--- src/rtl/seg_pkg.sv ---
// Shared definitions for the seven-segment scanner.
// Segment bytes are active-low and ordered {a,b,c,d,e,f,g,dp}.
// The SEG_x constants are full bytes with the decimal point off.
// hex_glyph() maps a 4-bit digit to the seven active-low segment bits a..g.
package seg_pkg;

    // Bit positions within the 8-bit segment byte
    localparam int unsigned SEG_A_BIT  = 7;
    localparam int unsigned SEG_B_BIT  = 6;
    localparam int unsigned SEG_C_BIT  = 5;
    localparam int unsigned SEG_D_BIT  = 4;
    localparam int unsigned SEG_E_BIT  = 3;
    localparam int unsigned SEG_F_BIT  = 2;
    localparam int unsigned SEG_G_BIT  = 1;
    localparam int unsigned SEG_DP_BIT = 0;

    localparam logic [7:0] SEG_0    = 8'h03;
    localparam logic [7:0] SEG_1    = 8'h9F;
    localparam logic [7:0] SEG_2    = 8'h25;
    localparam logic [7:0] SEG_3    = 8'h0D;
    localparam logic [7:0] SEG_4    = 8'h99;
    localparam logic [7:0] SEG_5    = 8'h49;
    localparam logic [7:0] SEG_6    = 8'h41;
    localparam logic [7:0] SEG_7    = 8'h1F;
    localparam logic [7:0] SEG_8    = 8'h01;
    localparam logic [7:0] SEG_9    = 8'h09;
    localparam logic [7:0] SEG_A    = 8'h11;
    localparam logic [7:0] SEG_B    = 8'hC1;
    localparam logic [7:0] SEG_C    = 8'h63;
    localparam logic [7:0] SEG_D    = 8'h85;
    localparam logic [7:0] SEG_E    = 8'h61;
    localparam logic [7:0] SEG_F    = 8'h71;
    localparam logic [7:0] SEG_DARK = 8'hFF;

    // Active-low a..g pattern for a hex digit (lower-case b and d)
    function automatic logic [6:0] hex_glyph(input logic [3:0] d);
        logic [7:0] b;
        case (d)
            4'h0:    b = SEG_0;
            4'h1:    b = SEG_1;
            4'h2:    b = SEG_2;
            4'h3:    b = SEG_3;
            4'h4:    b = SEG_4;
            4'h5:    b = SEG_5;
            4'h6:    b = SEG_6;
            4'h7:    b = SEG_7;
            4'h8:    b = SEG_8;
            4'h9:    b = SEG_9;
            4'hA:    b = SEG_A;
            4'hB:    b = SEG_B;
            4'hC:    b = SEG_C;
            4'hD:    b = SEG_D;
            4'hE:    b = SEG_E;
            default: b = SEG_F;
        endcase
        return b[SEG_A_BIT:SEG_G_BIT];
    endfunction

endpackage

--- src/rtl/seg_hex_decode.sv ---
// Combinational hex digit decoder.
// Ports:
//   digit  in  4  hex digit to display
//   dp     in  1  decimal point request (active-high)
//   seg    out 8  active-low {a,b,c,d,e,f,g,dp}
module seg_hex_decode
    import seg_pkg::*;
(
    input  logic [3:0] digit,
    input  logic       dp,
    output logic [7:0] seg
);

    always_comb begin
        seg                        = SEG_DARK;
        seg[SEG_A_BIT:SEG_G_BIT]   = hex_glyph(digit);
        seg[SEG_DP_BIT]            = ~dp;
    end

endmodule

--- src/rtl/seg_scan.sv ---
// Time-multiplexed seven-segment display driver.
// Holds a shadow copy of NDIG hex digits and scans them one per DIV-cycle slot onto a shared
// active-low segment bus. Each slot begins with GUARD dark cycles to avoid ghosting.
// Ports:
//   clk    in   1       system clock
//   rst_n  in   1       synchronous active-low reset
//   en     in   1       display enable (0 = dark, scanning continues)
//   load   in   1       capture value/dp/blank into the shadow registers
//   value  in   4*NDIG  digit i at value[4i+3:4i], digit 0 rightmost
//   dp     in   NDIG    decimal point per digit
//   blank  in   NDIG    force digit fully dark
//   lzs    in   1       leading-zero suppression, used live
//   seg    out  8       active-low {a,b,c,d,e,f,g,dp}
//   an     out  NDIG    active-low one-hot digit select
//   frame  out  1       pulse on the first output cycle of slot 0
module seg_scan
    import seg_pkg::*;
#(
    parameter int unsigned NDIG  = 8,
    parameter int unsigned DIV   = 50000,
    parameter int unsigned GUARD = 2
) (
    input  logic              clk,
    input  logic              rst_n,
    input  logic              en,
    input  logic              load,
    input  logic [4*NDIG-1:0] value,
    input  logic [NDIG-1:0]   dp,
    input  logic [NDIG-1:0]   blank,
    input  logic              lzs,
    output logic [7:0]        seg,
    output logic [NDIG-1:0]   an,
    output logic              frame
);

    localparam int unsigned IW = (NDIG > 1) ? $clog2(NDIG) : 1;
    localparam int unsigned CW = $clog2(DIV);

    logic [CW-1:0]     cnt;
    logic [IW-1:0]     idx;
    logic [4*NDIG-1:0] sh_value;
    logic [NDIG-1:0]   sh_dp;
    logic [NDIG-1:0]   sh_blank;

    logic [3:0]        digit_arr [NDIG];
    logic [NDIG-1:0]   suppress;
    logic [3:0]        cur_digit;
    logic [7:0]        dec_seg;
    logic              in_guard;
    logic              dark;
    logic [7:0]        next_seg;
    logic [NDIG-1:0]   next_an;

    // Prefix-OR from the most significant digit down: a digit is suppressed while no
    // nonzero digit has been seen at or above it. Digit 0 always shows.
    always_comb begin
        logic seen;
        seen = 1'b0;
        for (int i = int'(NDIG) - 1; i >= 0; i--) begin
            digit_arr[i] = sh_value[4*i +: 4];
            seen         = seen | (|digit_arr[i]);
            suppress[i]  = lzs & (i != 0) & ~seen;
        end
    end

    generate
        if (GUARD > 0) begin : g_guard
            assign in_guard = (cnt < CW'(GUARD));
        end else begin : g_no_guard
            assign in_guard = 1'b0;
        end
    endgenerate

    assign cur_digit = digit_arr[idx];
    assign dark      = ~en | in_guard | sh_blank[idx];

    seg_hex_decode u_dec (
        .digit (cur_digit),
        .dp    (sh_dp[idx]),
        .seg   (dec_seg)
    );

    always_comb begin
        next_seg = SEG_DARK;
        next_an  = '1;
        if (!dark) begin
            next_an  = ~(NDIG'(1) << idx);
            next_seg = dec_seg;
            if (suppress[idx]) begin
                // Blank the glyph but keep the decimal point
                next_seg[SEG_A_BIT:SEG_G_BIT] = 7'h7F;
            end
        end
    end

    always_ff @(posedge clk) begin
        if (!rst_n) begin
            cnt      <= '0;
            idx      <= '0;
            sh_value <= '0;
            sh_dp    <= '0;
            sh_blank <= '1;
            seg      <= SEG_DARK;
            an       <= '1;
            frame    <= 1'b0;
        end else begin
            if (cnt == CW'(DIV - 1)) begin
                cnt <= '0;
                idx <= (idx == IW'(NDIG - 1)) ? '0 : idx + IW'(1);
            end else begin
                cnt <= cnt + CW'(1);
            end

            if (load) begin
                sh_value <= value;
                sh_dp    <= dp;
                sh_blank <= blank;
            end

            seg   <= next_seg;
            an    <= next_an;
            frame <= (cnt == '0) && (idx == '0);
        end
    end

endmodule

--- config.mk ---
export PLATFORM = sky130hd
export DESIGN_NAME = seg_scan
export DESIGN_NICKNAME = d
export VERILOG_FILES = /design/src/rtl/seg_pkg.sv /design/src/rtl/seg_hex_decode.sv /design/src/rtl/seg_scan.sv
export SDC_FILE = /design/constraint.sdc
export NUM_CORES = 1
export LEC_CHECK = 0
export CELL_PAD_IN_SITES_DETAIL_PLACEMENT = 0
export CELL_PAD_IN_SITES_GLOBAL_PLACEMENT = 1
export CORE_MARGIN = 8
export CORE_UTILIZATION = 40
export CTS_CLUSTER_SIZE = 14
export DETAILED_ROUTE_END_ITERATION = 10
export PLACE_DENSITY = 0.76
export SYNTH_ARGS = -nofsm -noshare
export SYNTH_HDL_FRONTEND = slang
export SYNTH_SLANG_ARGS = --single-unit
--- constraint.sdc ---
create_clock -name clk -period 3 [get_ports clk]
set_clock_uncertainty 0.2 [all_clocks]
set_input_delay 0.6 -clock clk [delete_from_list [all_inputs] [get_ports clk]]
set_output_delay 0.6 -clock clk [all_outputs]
set_load 0.01 [all_outputs]
==> summary.md, run 1 <==
| Metric | Value |
|---|---|
| Clk root buf | `clkbuf_8` |
| Synth cell types | `44` |
| DRT iter0 DRCs | `176` |
| Antenna violations before repair | `0` |
| Worst path cell trace | `buf_4 -> mux4_2 -> mux2_4 -> a211oi_4 -> o41a_4 -> o221ai_1` |
| Reg clk slew, reported paths | `0.08 ns` |
| Commonest non-fill, non-tap cells in the layout | `84 x dfxtp_1, 68 x clkdlybuf4s50_1, 56 x mux2i_1, 43 x nor2b_1, 31 x nand2_1` |
| Post-CTS sizing | `0` |
| Net total in the final layout | `502` |
| RePlAce Congestion | `0.780` |
| Later-pin clock latency in the skew report | `0.35 ns` |
| Inserted Clock Buffers | `9` |
| Critical path class | `flop to flop` |
| Slew margin rel. | `58.8%` |
| Post-synth top area share | `43.7%` |
| Setup TNS | `0 ns` |
| CTS H-Tree Depth | `3` |
| Top post-synthesis cells by area | `dfxtp_1 44%, mux2i_1 15%, nor2b_1 7.0%` |
| PD cells | `454 mW/mm^2` |
| Vias in the first global route | `2,843` |
| Syn_nets | `433` |
| Layout cells sized above 1 | `8.64%` |
| Hold Path Class | `flop to flop` |
| Min Tclk post-route | `2.65 ns` |
| Crit path launch type | `flop` |
| Clock power share | `34.5%` |
| Starting Density | `40.3%` |
| DRC viols | `0` |
| Die width | `114 um` |
| Final max-slew violation count | `0` |
| Final wirelength | `8.52 mm` |
| Crit-path slowest cell | `dfxtp_1` |
| Mapped Avg Cell Area | `10.5 um^2` |
| Seq cells post-synth | `84` |
| Crit path largest cell delay | `0.55 ns` |
| # fillers | `906` |
| Setup crit end kind | `flop` |
| Seq/Total Area, Yosys | `43.7%` |
| Largest net degree at the start of global routing | `56` |
| Post-CTS setup buffer count | `0` |
| Total power | `2.21 mW` |
| Ys Warns | `0` |
| CP Max Fanout | `9` |
| Dominant synthesized flop cell | `dfxtp_1` |
| DR WL/cell | `14.9 um` |
| IO Pins | `70` |
| Inserted Diodes | `0` |
| Combinational group share of total power | `11.6%` |
| CTS tree | `done` |
| Synthesized area | `0.00385 mm^2` |
| Number of vias per cell | `4.85` |
| RSZ-0062 raised after global routing | `false` |
| Most common cell after layout, fill and taps aside | `dfxtp_1` |
| GR Util All Layers | `13.6%` |
| Die Y | `114 um` |
| Number of port buffers | `69` |
| Leakage | `1.96 nW` |
| Crit share post-route | `88.4%` |
| Number of synthesized flops with an enable pin | `0` |
| Fmax | `377 MHz` |
| Data arrival time of the worst path | `2.68 ns` |
| Core ar. | `0.00955 mm^2` |
| MaxCap Viol Count | `0` |
| First-pass GRT wire length | `14.0 mm` |
| # clock sinks | `84` |
| DRT antenna net count | `0` |
| Slew @ Worst Pin | `0.612 ns` |
| CP Data Required Time | `3.03 ns` |
| Post-CTS Hold Fix Bufs | `0` |
| DR vias | `2,779` |
| Detail Placement HPWL | `6.39 mm` |
| Async SR Flop Fraction | `0%` |
| Synth Instances | `366` |
| Worst VDD drop | `0.214 mV` |
| Int Pwr | `1.66 mW` |
| Row count | `36` |
| Sequential share of power | `53.9%` |
| Switch share | `24.8%` |
| Switching pwr | `0.550 mW` |
| Area growth syn-to-layout | `26.6%` |
| Outcome | `finished, final reports clean` |
| Setup Viol. Count Final | `0` |
| Area leader, netlist | `dfxtp_1` |
| Grt ovf | `0` |
| Hold Violations, Final | `0` |
| Die area | `0.0130 mm^2` |
| Clk buf depth | `2` |
| First-pass DRT Iterations | `4` |
-- worst paths after layout --
kind	start	endpoint	slack (ns)	cells past startpoint
hold reg to reg	sh_blank[1]	sh_blank[1]	0.28	2
setup / recovery	idx[0]	seg[1]	0.35	6
hold / removal	sh_blank[1]	sh_blank[1]	0.28	2
setup reg to reg	idx[0]	seg[1]	0.35	6
-- Yosys cell counts, types with 2 or more instances --
| master | number |
|---|---|
| xor2_1 | 7 |
| o21ai_0 | 4 |
| and3_1 | 2 |
| xnor2_1 | 7 |
| mux4_2 | 7 |
| dfxtp_1 | 84 |
| nand2_1 | 31 |
| or2_2 | 2 |
| o211ai_1 | 2 |
| nor2_1 | 20 |
| buf_1 | 3 |
| inv_1 | 8 |
| nor3_1 | 6 |
| mux2i_1 | 56 |
| and4_1 | 2 |
| a21oi_1 | 4 |
| clkbuf_1 | 10 |
| nand4_1 | 2 |
| nor4_1 | 9 |
| ha_1 | 14 |
| nand2b_1 | 2 |
| nor2b_1 | 43 |
| mux4_1 | 5 |
| o221ai_1 | 2 |
| buf_2 | 4 |
| nand3_1 | 11 |
| and2_1 | 2 |
-- layer usage --
layer	vias to the layer above	GRT usage, %	wire [um]
li1	1420	-	-
met1	1300	17.3	4110
met2	49	21.0	3910
met3	10	3.90	364
met4	0	5.59	128
met5	-	0	0
-- worst max-delay path: cells and delay by family (launching register included) --
family	cells	cell delay (ns)
AOI/OAI and AO/OA	3	0.69
buffers and inverters	1	0.26
muxes	2	0.83
DFF	1	0.55
-- power groups by stage --
| stage | Clock [mW] | Combinational (mW) | Sequential, mW |
|---|---|---|---|
| 4_1_cts | 0.798 | 0.260 | 1.19 |
| 3_3_place_gp | 0 | 0.255 | 1.22 |
| 6_report | 0.764 | 0.257 | 1.19 |
| 5_1_grt | 0.835 | 0.284 | 1.20 |
| 2_1_floorplan | 0 | 0.153 | 1.21 |
| 3_5_place_dp | 0 | 0.260 | 1.22 |
-- flip-flops by register name (all words and copies together) (netlist names) --
| register | flops |
|---|---|
| sh_dp | 8 |
| an | 8 |
| sh_blank | 8 |
| sh_value | 32 |
| seg | 8 |
| frame | 1 |
| idx | 3 |
| cnt | 16 |
-- cell families after synthesis --
| logic type | share of synthesized area, % |
|---|---|
| compound gates | 4.62 |
| simple gates | 18.1 |
| fa+ha+maj | 4.55 |
| buf+inv | 3.15 |
| flops | 43.7 |
| xor+xnor | 3.18 |
| mux | 22.7 |
-- layout make-up --
type,count,area (um^2),area share (%)
clock inverters,4,32.5,0.667
multi-input cells,254,2050,42.0
inverters,9,33.8,0.693
well taps,133,166,3.41
clock buffers,12,155,3.18
flip-flops and latches,84,1680,34.5
repair buffers,77,758,15.6
-- through the flow --
| stage | area, um^2 | hold slack, ns | std cells | setup slack (ns) | util [%] |
|---|---|---|---|---|---|
| detailed placement | 4690 | 0.264 | 557 | 0.376 | 49.1 |
| finish | 4870 | 0.283 | 573 | 0.348 | 51.0 |
| floorplan | 3850 | 0.236 | 366 | 0.275 | - |
| global route | 4870 | 0.328 | 573 | 0.199 | 51.0 |
| global placement | 4690 | 0.262 | 557 | 0.438 | 49.1 |
| CTS | 4870 | 0.287 | 573 | 0.340 | 51.0 |
Note: power is estimated with default switching activity, not from simulation.
==> run 2: changes to the inputs <==
CELL_PAD_IN_SITES_DETAIL_PLACEMENT = 1   (was 0)
CTS_CLUSTER_DIAMETER = 50   (was default)
GPL_ROUTABILITY_DRIVEN = 0   (was default)
==> run 2 against run 1 <==
Against the previous run: critical path depth grew 2; maximum frequency increased by 0.69%; power grew 5.8%; register-to-register slack improved by 0.02 ns; sequential power about the same; core utilization grew 0.29 points; sequential share of layout area fell by 0.19 points; global-route usage grew 1.1 points; clock-buffer cell count is 1 lower; non-clock buffer count did not move; largest cell class unchanged.
==> summary.md, run 2 (synthesis gave the netlist of run 1 again) <==
| Metric | Value |
|---|---|
| Area growth syn-to-layout | `27.3%` |
| Critical path class | `flop to flop` |
| Detail Placement HPWL | `7.01 mm (+9.7%)` |
| Die width | `114 um (unchanged)` |
| Setup Viol. Count Final | `0 (unchanged)` |
| Setup crit end | `seg[4]` |
| Setup TNS | `0 ns (unchanged)` |
| CP Max Fanout | `7 (-2)` |
| Area of the multi-input gates | `0.00205 mm^2 (unchanged)` |
| Worst Setup SP | `idx[0]` |
| Starting Density | `40.3% (unchanged)` |
| Core ar. | `0.00955 mm^2 (unchanged)` |
| Vias in the first global route | `3,016 (+6.1%)` |
| Layout cells sized above 1 | `8.41% (-0.23 points)` |
| RSZ-0062 raised after global routing | `false` |
| Grt ovf | `0 (unchanged)` |
| Most flop-heavy register | `sh_value` |
| Later-pin clock latency in the skew report | `0.36 ns (about the same)` |
| Reg clk slew, reported paths | `0.08 ns (about the same)` |
| Reg area | `0.00168 mm^2 (unchanged)` |
| Clk buf depth | `2 (unchanged)` |
| Antenna violations before repair | `0 (unchanged)` |
| Reg2Reg Setup Slack | `0.37 ns (+0.02 ns)` |
| Post-CTS sizing | `0 (unchanged)` |
| Worst r2r src | `idx[0]` |
| DRC viols | `0 (unchanged)` |
| Post-CTS Hold Fix Bufs | `0 (unchanged)` |
| Commonest non-fill, non-tap cells in the layout | `84 x dfxtp_1, 68 x clkdlybuf4s50_1, 56 x mux2i_1, 43 x nor2b_1, 31 x nand2_1` |
| Non-filler instance count after layout | `573 (unchanged)` |
| DRT antenna net count | `0 (unchanged)` |
| Inst Count DP | `557 (unchanged)` |
| First-pass GRT wire length | `15.2 mm (+8.7%)` |
| First-pass DRT Iterations | `4 (unchanged)` |
| Hold slack | `0.283 ns (+0.000163 ns)` |
| DR WL/cell | `16.1 um (+8.0%)` |
| CP Data Required Time | `3.04 ns (about the same)` |
| Inserted Diodes | `0 (unchanged)` |
| DRT iter0 DRCs | `80 (-55%)` |
| Largest regs | `sh_value x32, cnt x16` |
| Leakage | `1.97 nW (+0.56%)` |
| Worst R2R End | `seg[4]` |
| Hold Path Depth | `1 (-1)` |
| Final wirelength | `9.20 mm (+8.0%)` |
| Hold Path Class | `flop to flop` |
| CTS tree | `done` |
| Net total in the final layout | `502 (unchanged)` |
| Outcome | `finished, final reports clean` |
| GR Util All Layers | `14.7% (+1.1 points)` |
| Hold Violations, Final | `0 (unchanged)` |
| Die area | `0.0130 mm^2 (unchanged)` |
| # fillers | `1,074 (+19%)` |
| Number of vias per cell | `4.95 (+2.0%)` |
| Final max-slew violation count | `0 (unchanged)` |
| Crit share post-route | `87.8% (-0.61 points)` |
| Row count | `36 (unchanged)` |
| Slew margin rel. | `56.9% (-1.9 points)` |
| Post-CTS setup buffer count | `0 (unchanged)` |
| Crit path launch type | `flop` |
| Max FFs per register | `32 (unchanged)` |
| Die Y | `114 um (unchanged)` |
| MaxCap Viol Count | `0 (unchanged)` |
| CTS H-Tree Depth | `3 (unchanged)` |
| Inserted Clock Buffers | `9 (unchanged)` |
| DR vias | `2,834 (+2.0%)` |
| Reg2Reg Depth | `8 (+2)` |
| # clock sinks | `84 (unchanged)` |
| Worst VDD drop | `0.199 mV (-7.4%)` |
| Slew @ Worst Pin | `0.646 ns (+0.0339 ns)` |
| Most common cell after layout, fill and taps aside | `dfxtp_1` |
| PD cells | `478 mW/mm^2 (+5.2%)` |
| Number of port buffers | `69 (unchanged)` |
| Setup crit end kind | `flop` |
| Data arrival time of the worst path | `2.67 ns (about the same)` |
| Clk root buf | `clkbuf_8` |
| IO Pins | `70 (unchanged)` |
| Fmax | `380 MHz (+0.69%)` |
| Min Tclk post-route | `2.63 ns (-0.0182 ns)` |
| Largest net degree at the start of global routing | `56 (unchanged)` |
run 2: cell types whose count changed in the layout (fill, tap and decap cells not counted):
cell       delta
clkbuf_1      +1
bufinv_16     +2
clkinv_4      -1
clkbuf_8      -2
run 2: power breakdown:
group	total, mW	internal, mW	switching (mW)
logic	0.262	0.155	0.107
registers	1.19	1.16	0.0341
clock network	0.886	0.473	0.414
run 2: worst max-delay path, cell delays in order, from the launching register on:
cell and delay [ns]:
dfxtp_1 0.54, buf_4 0.22, mux4_2 0.50, mux2i_1 0.23, inv_1 0.14, ha_1 0.26
mux2_2 0.27, nor2_1 0.08, o21ai_0 0.09
run 2: routing by layer:
| metal | global-route usage [%] | share of wire, % | vias to the layer above |
|---|---|---|---|
| li1 | - | - | 1416 |
| met1 | 18.2 | 47 | 1353 |
| met2 | 24.3 | 48 | 53 |
| met3 | 3.48 | 3.7 | 12 |
| met4 | 5.32 | 1.5 | 0 |
| met5 | 0 | 0 | - |
run 2: final cells by class:
class | instances | share of cell area, %
Multi-Input combinational cell | 254 | 41.8
Sequential cell | 84 | 34.3
Timing Repair Buffer | 77 | 15.5
Tap cell | 133 | 3.39
Clock buffer | 11 | 2.68
Clock inverter | 5 | 1.71
Inverter | 9 | 0.689
run 2: how the worst min path moves through the flow:
stage,start,slack (ns),end
global route,sh_blank[0],0.31,sh_blank[0]
detailed placement,sh_blank[0],0.26,sh_blank[0]
CTS,sh_blank[0],0.28,sh_blank[0]
floorplan,sh_blank[2],0.24,sh_blank[2]
finish,cnt[0],0.28,cnt[0]
global placement,sh_blank[6],0.26,sh_blank[6]
run 2: per-stage QoR:
| step | utilization (%) | power (mW) | setup slack [ns] | cell area, um^2 |
|---|---|---|---|---|
| after detailed placement | 49.1 | 1.48 | 0.349 | 4690 |
| after global placement | 49.1 | 1.47 | 0.438 | 4690 |
| after floorplan | - | 1.36 | 0.275 | 3850 |
| final | 51.3 | 2.34 | 0.367 | 4900 |
| after CTS | 51.3 | 2.37 | 0.342 | 4900 |
| after global routing | 51.3 | 2.44 | 0.168 | 4900 |
==> RTL edit 1 (settings of run 2) <==
Set the parameter `DIV` to 100000 (it was 50000).
--- a/src/rtl/seg_scan.sv
+++ b/src/rtl/seg_scan.sv
@@ -19,3 +19,3 @@
     parameter int unsigned NDIG  = 8,
-    parameter int unsigned DIV   = 50000,
+    parameter int unsigned DIV   = 100000,
     parameter int unsigned GUARD = 2
Behaviour: same outputs for any inputs over 10 cycles, from zero or initial values and one cycle with rst_n low; that may be too few to reach the edited logic, so the function may still have changed.
==> RTL edit 1 against run 2 <==
- worst setup slack improved by 0.076 ns
- critical endpoint unchanged
- sequential cell count increased by 1
- design area increased by 1.1%
- area after synthesis increased by 2.2%
- total power increased by 1.6%
- routed wire length increased by 7.5%
- critical path type unchanged
- global-route usage increased by 0.97 points
==> RTL edit 1: results (changes against run 2) <==
Outcome -> complete, no violations
Fill count -> 1081 (+0.65%)
First-pass GRT wire length -> 16.43 mm (+8.0%)
WL met3 -> 394 um (+17%)
Worst VDD drop -> 0.0002460 V (+24%)
Yosys cell types -> 41 (-6.8%)
Clock Root Buffer -> clkbuf_8
Metal-1 WL -> 4.777 mm (+9.8%)
Post-synthesis mux area share -> 0.2214 (-0.006120)
Largest net degree at the start of global routing -> 57 (+1.8%)
Slowest Stage Delay on Critical Path -> 0.53 ns
Post-Syn Nets -> 444 (+2.5%)
Largest cells by area after synthesis -> dfxtp_1, mux2i_1, mux4_2, nor2b_1, ha_1
Worst path slowest cell -> mux4_2
Post-DP HPWL -> 7.349 mm (+4.8%)
DP Area -> 0.004737 mm2 (+1.1%)
Post-synthesis compound-gate area fraction -> 0.04707 (+0.0009249)
Switching power total -> 0.5827 mW (+5.0%)
Cells after Synth -> 377 (+3.0%)
Detailed Route Iter0 Violations -> 98 (+23%)
Async S/R FF share, synth -> 0 (unchanged)
Synth Flop Type -> dfxtp_1
Diode count -> 0 (unchanged)
FF+latch area -> 0.001702 mm2 (+1.2%)
Vias/cell -> 5.065 (+2.4%)
H-tree level count -> 3 (unchanged)
Final Non-Filler Cells -> 582 (+1.6%)
GR Util met2 -> 0.2506 (+0.008077)
Routed wire length -> 9.894 mm (+7.5%)
Sequential area share after synthesis -> 0.4326 (-0.004219)
Top Registers -> sh_value: 32 flops, cnt: 17 flops
Synth Area in XOR/XNOR -> 0.03340 (+0.001548)
Layout cells sized above 1 -> 0.09354 (+0.009450)
GRT Total Usage -> 0.1566 (+0.009736)
Vias in the first global route -> 3155 (+4.6%)
Slew @ Worst Pin -> 0.7116 ns (+0.06549 ns)
Setup slack after placement -> 0.4401 ns (+0.09115 ns)
Nets -> 511 (+1.8%)
P_leak -> 1.964 nW (-0.40%)
Placed insts -> 566 (+1.6%)
DR WL met2 -> 4.578 mm (+4.6%)
Met3 GRT Util -> 0.02994 (-0.004873)
Synth Area in Adders -> 0.04453 (-0.0009696)
Maximum net fanout on the critical path -> 5 (-2)
Post-synth top cells -> dfxtp_1, mux2i_1, nor2b_1
M1 GR Usage -> 0.2018 (+0.01948)
-- RTL edit 1: changes by cell type after synthesis, moves of 4 or more --
cell,before,now
mux4_1,5,0
mux4_2,7,12
nand3_1,11,6
nand4_1,2,6
nor2_1,20,25
-- RTL edit 1: power by group through the flow --
stage,combinational [mW],sequential (mW),clock [mW]
after floorplan,0.157,1.22,0
after global placement,0.254,1.23,0
after detailed placement,0.261,1.23,0
after CTS,0.264,1.21,0.934
after global routing,0.287,1.21,0.972
final,0.260,1.21,0.910
-- RTL edit 1: worst paths after layout --
path           from      to  slack, ns  cells past startpoint
max          idx[0]  seg[4]       0.44                      7
min          cnt[0]  cnt[0]       0.28                      1
max reg2reg  idx[0]  seg[4]       0.44                      7
min reg2reg  cnt[0]  cnt[0]       0.28                      1
-- RTL edit 1: cell type report --
type / count / area share
repair buffers: 76 / 0.1514
inverters: 11 / 0.008327
well taps: 133 / 0.03356
clock buffers: 9 / 0.02498
flip-flops and latches: 85 / 0.3432
multi-input cells: 261 / 0.4189
clock inverters: 7 / 0.01968
==> RTL edit 2 (flow settings as in run 2) <==
Made on the original files. Remove the register `an`: a continuous assignment takes its place, so the output `an` follows one clock earlier.
--- a/src/rtl/seg_scan.sv
+++ b/src/rtl/seg_scan.sv
@@ -103,3 +103,2 @@
             seg      <= SEG_DARK;
-            an       <= '1;
             frame    <= 1'b0;
@@ -120,3 +119,2 @@
             seg   <= next_seg;
-            an    <= next_an;
             frame <= (cnt == '0) && (idx == '0);
@@ -125,2 +123,4 @@
 
+    assign an = next_an;
+
 endmodule
Behaviour: not the same (a bounded check fails within 4 cycles, from zero or initial values and one cycle with rst_n low).
==> RTL edit 2 against run 2 <==
- critical path depth fell by 2
- sequential share of layout area shrank 2.7 points
- sequential cell count decreased by 8
- total power is 9.3% lower
- routed wire length increased by 1.7%
- area after synthesis decreased by 2.0%
- count of clock-buffer cells in the layout fell by 2
- design area is 1.9% lower
- worst setup slack worse by 0.23 ns
==> RTL edit 2: results (changes against run 2) <==
Metal-1 WL -> 4.205 mm (-3.4%)
Largest cells by area after synthesis -> dfxtp_1, mux2i_1, nor2b_1, mux4_2, ha_1
Outcome -> complete, no violations
Worst Setup EP -> an[1]
Max transition margin -> 0.6676 (+0.09891)
Final Non-Filler Cells -> 556 (-3.0%)
Critical path arrival -> 2.06 ns (-0.61 ns)
GR Util met2 -> 0.2583 (+0.01583)
Worst path slowest cell -> or4_4
P_leak -> 1.920 nW (-2.6%)
Hold Path Sink -> sh_blank[3]
Hold_ws -> 0.2792 ns (-0.003909 ns)
Layout cells sized above 1 -> 0.1191 (+0.03501)
Hold path start -> sh_blank[3]
First-pass GRT wire length -> 15.55 mm (+2.2%)
Detailed Route Iter0 Violations -> 86 (+7.5%)
Post-Syn Nets -> 435 (+0.46%)
Met3 GRT Util -> 0.04526 (+0.01045)
Sequential area share after synthesis -> 0.4035 (-0.03334)
Crit. Startpoint -> cnt[11]
Placed insts -> 540 (-3.1%)
DP Area -> 0.004609 mm2 (-1.7%)
Syn_area_per_cell -> 10.25 um2 (-2.6%)
Hold Path Cell Cnt -> 2 (+1)
GRT Total Usage -> 0.1505 (+0.003600)
-- RTL edit 2: changes by cell type after synthesis, moves of 4 or more --
cell | before | now
nor2_1 | 20 | 24
dfxtp_1 | 84 | 76
mux4_1 | 5 | 0
nand2_1 | 31 | 26
mux4_2 | 7 | 11
-- RTL edit 2: layout make-up --
type | count | area [um2]
fill | 1046 | 4387
multi-input combinational | 258 | 2095
sequential | 76 | 1521
timing repair buffer | 84 | 820.8
tap | 111 | 138.9
clock buffer | 9 | 123.9
clock inverter | 6 | 65.06
inverter | 12 | 45.04
-- RTL edit 2: repair_timing --
item | 4_1_cts | 5_1_grt
setup buffers | 1 | 0
pin swaps | 1 | 2
resized for setup | 17 | 0
gates cloned | 0 | 0
setup endpoints to repair | 8 | 8
-- RTL edit 2: cell families after synthesis --
family	after synthesis	synth area share
AOI/OAI and AO/OA	20	0.04379
adders and majority gates	14	0.04645
DFF	76	0.4035
buffers and inverters	34	0.04280
muxes	70	0.2322
and+or+nand+nor	140	0.1987
xor gates and xnor gates	14	0.03252
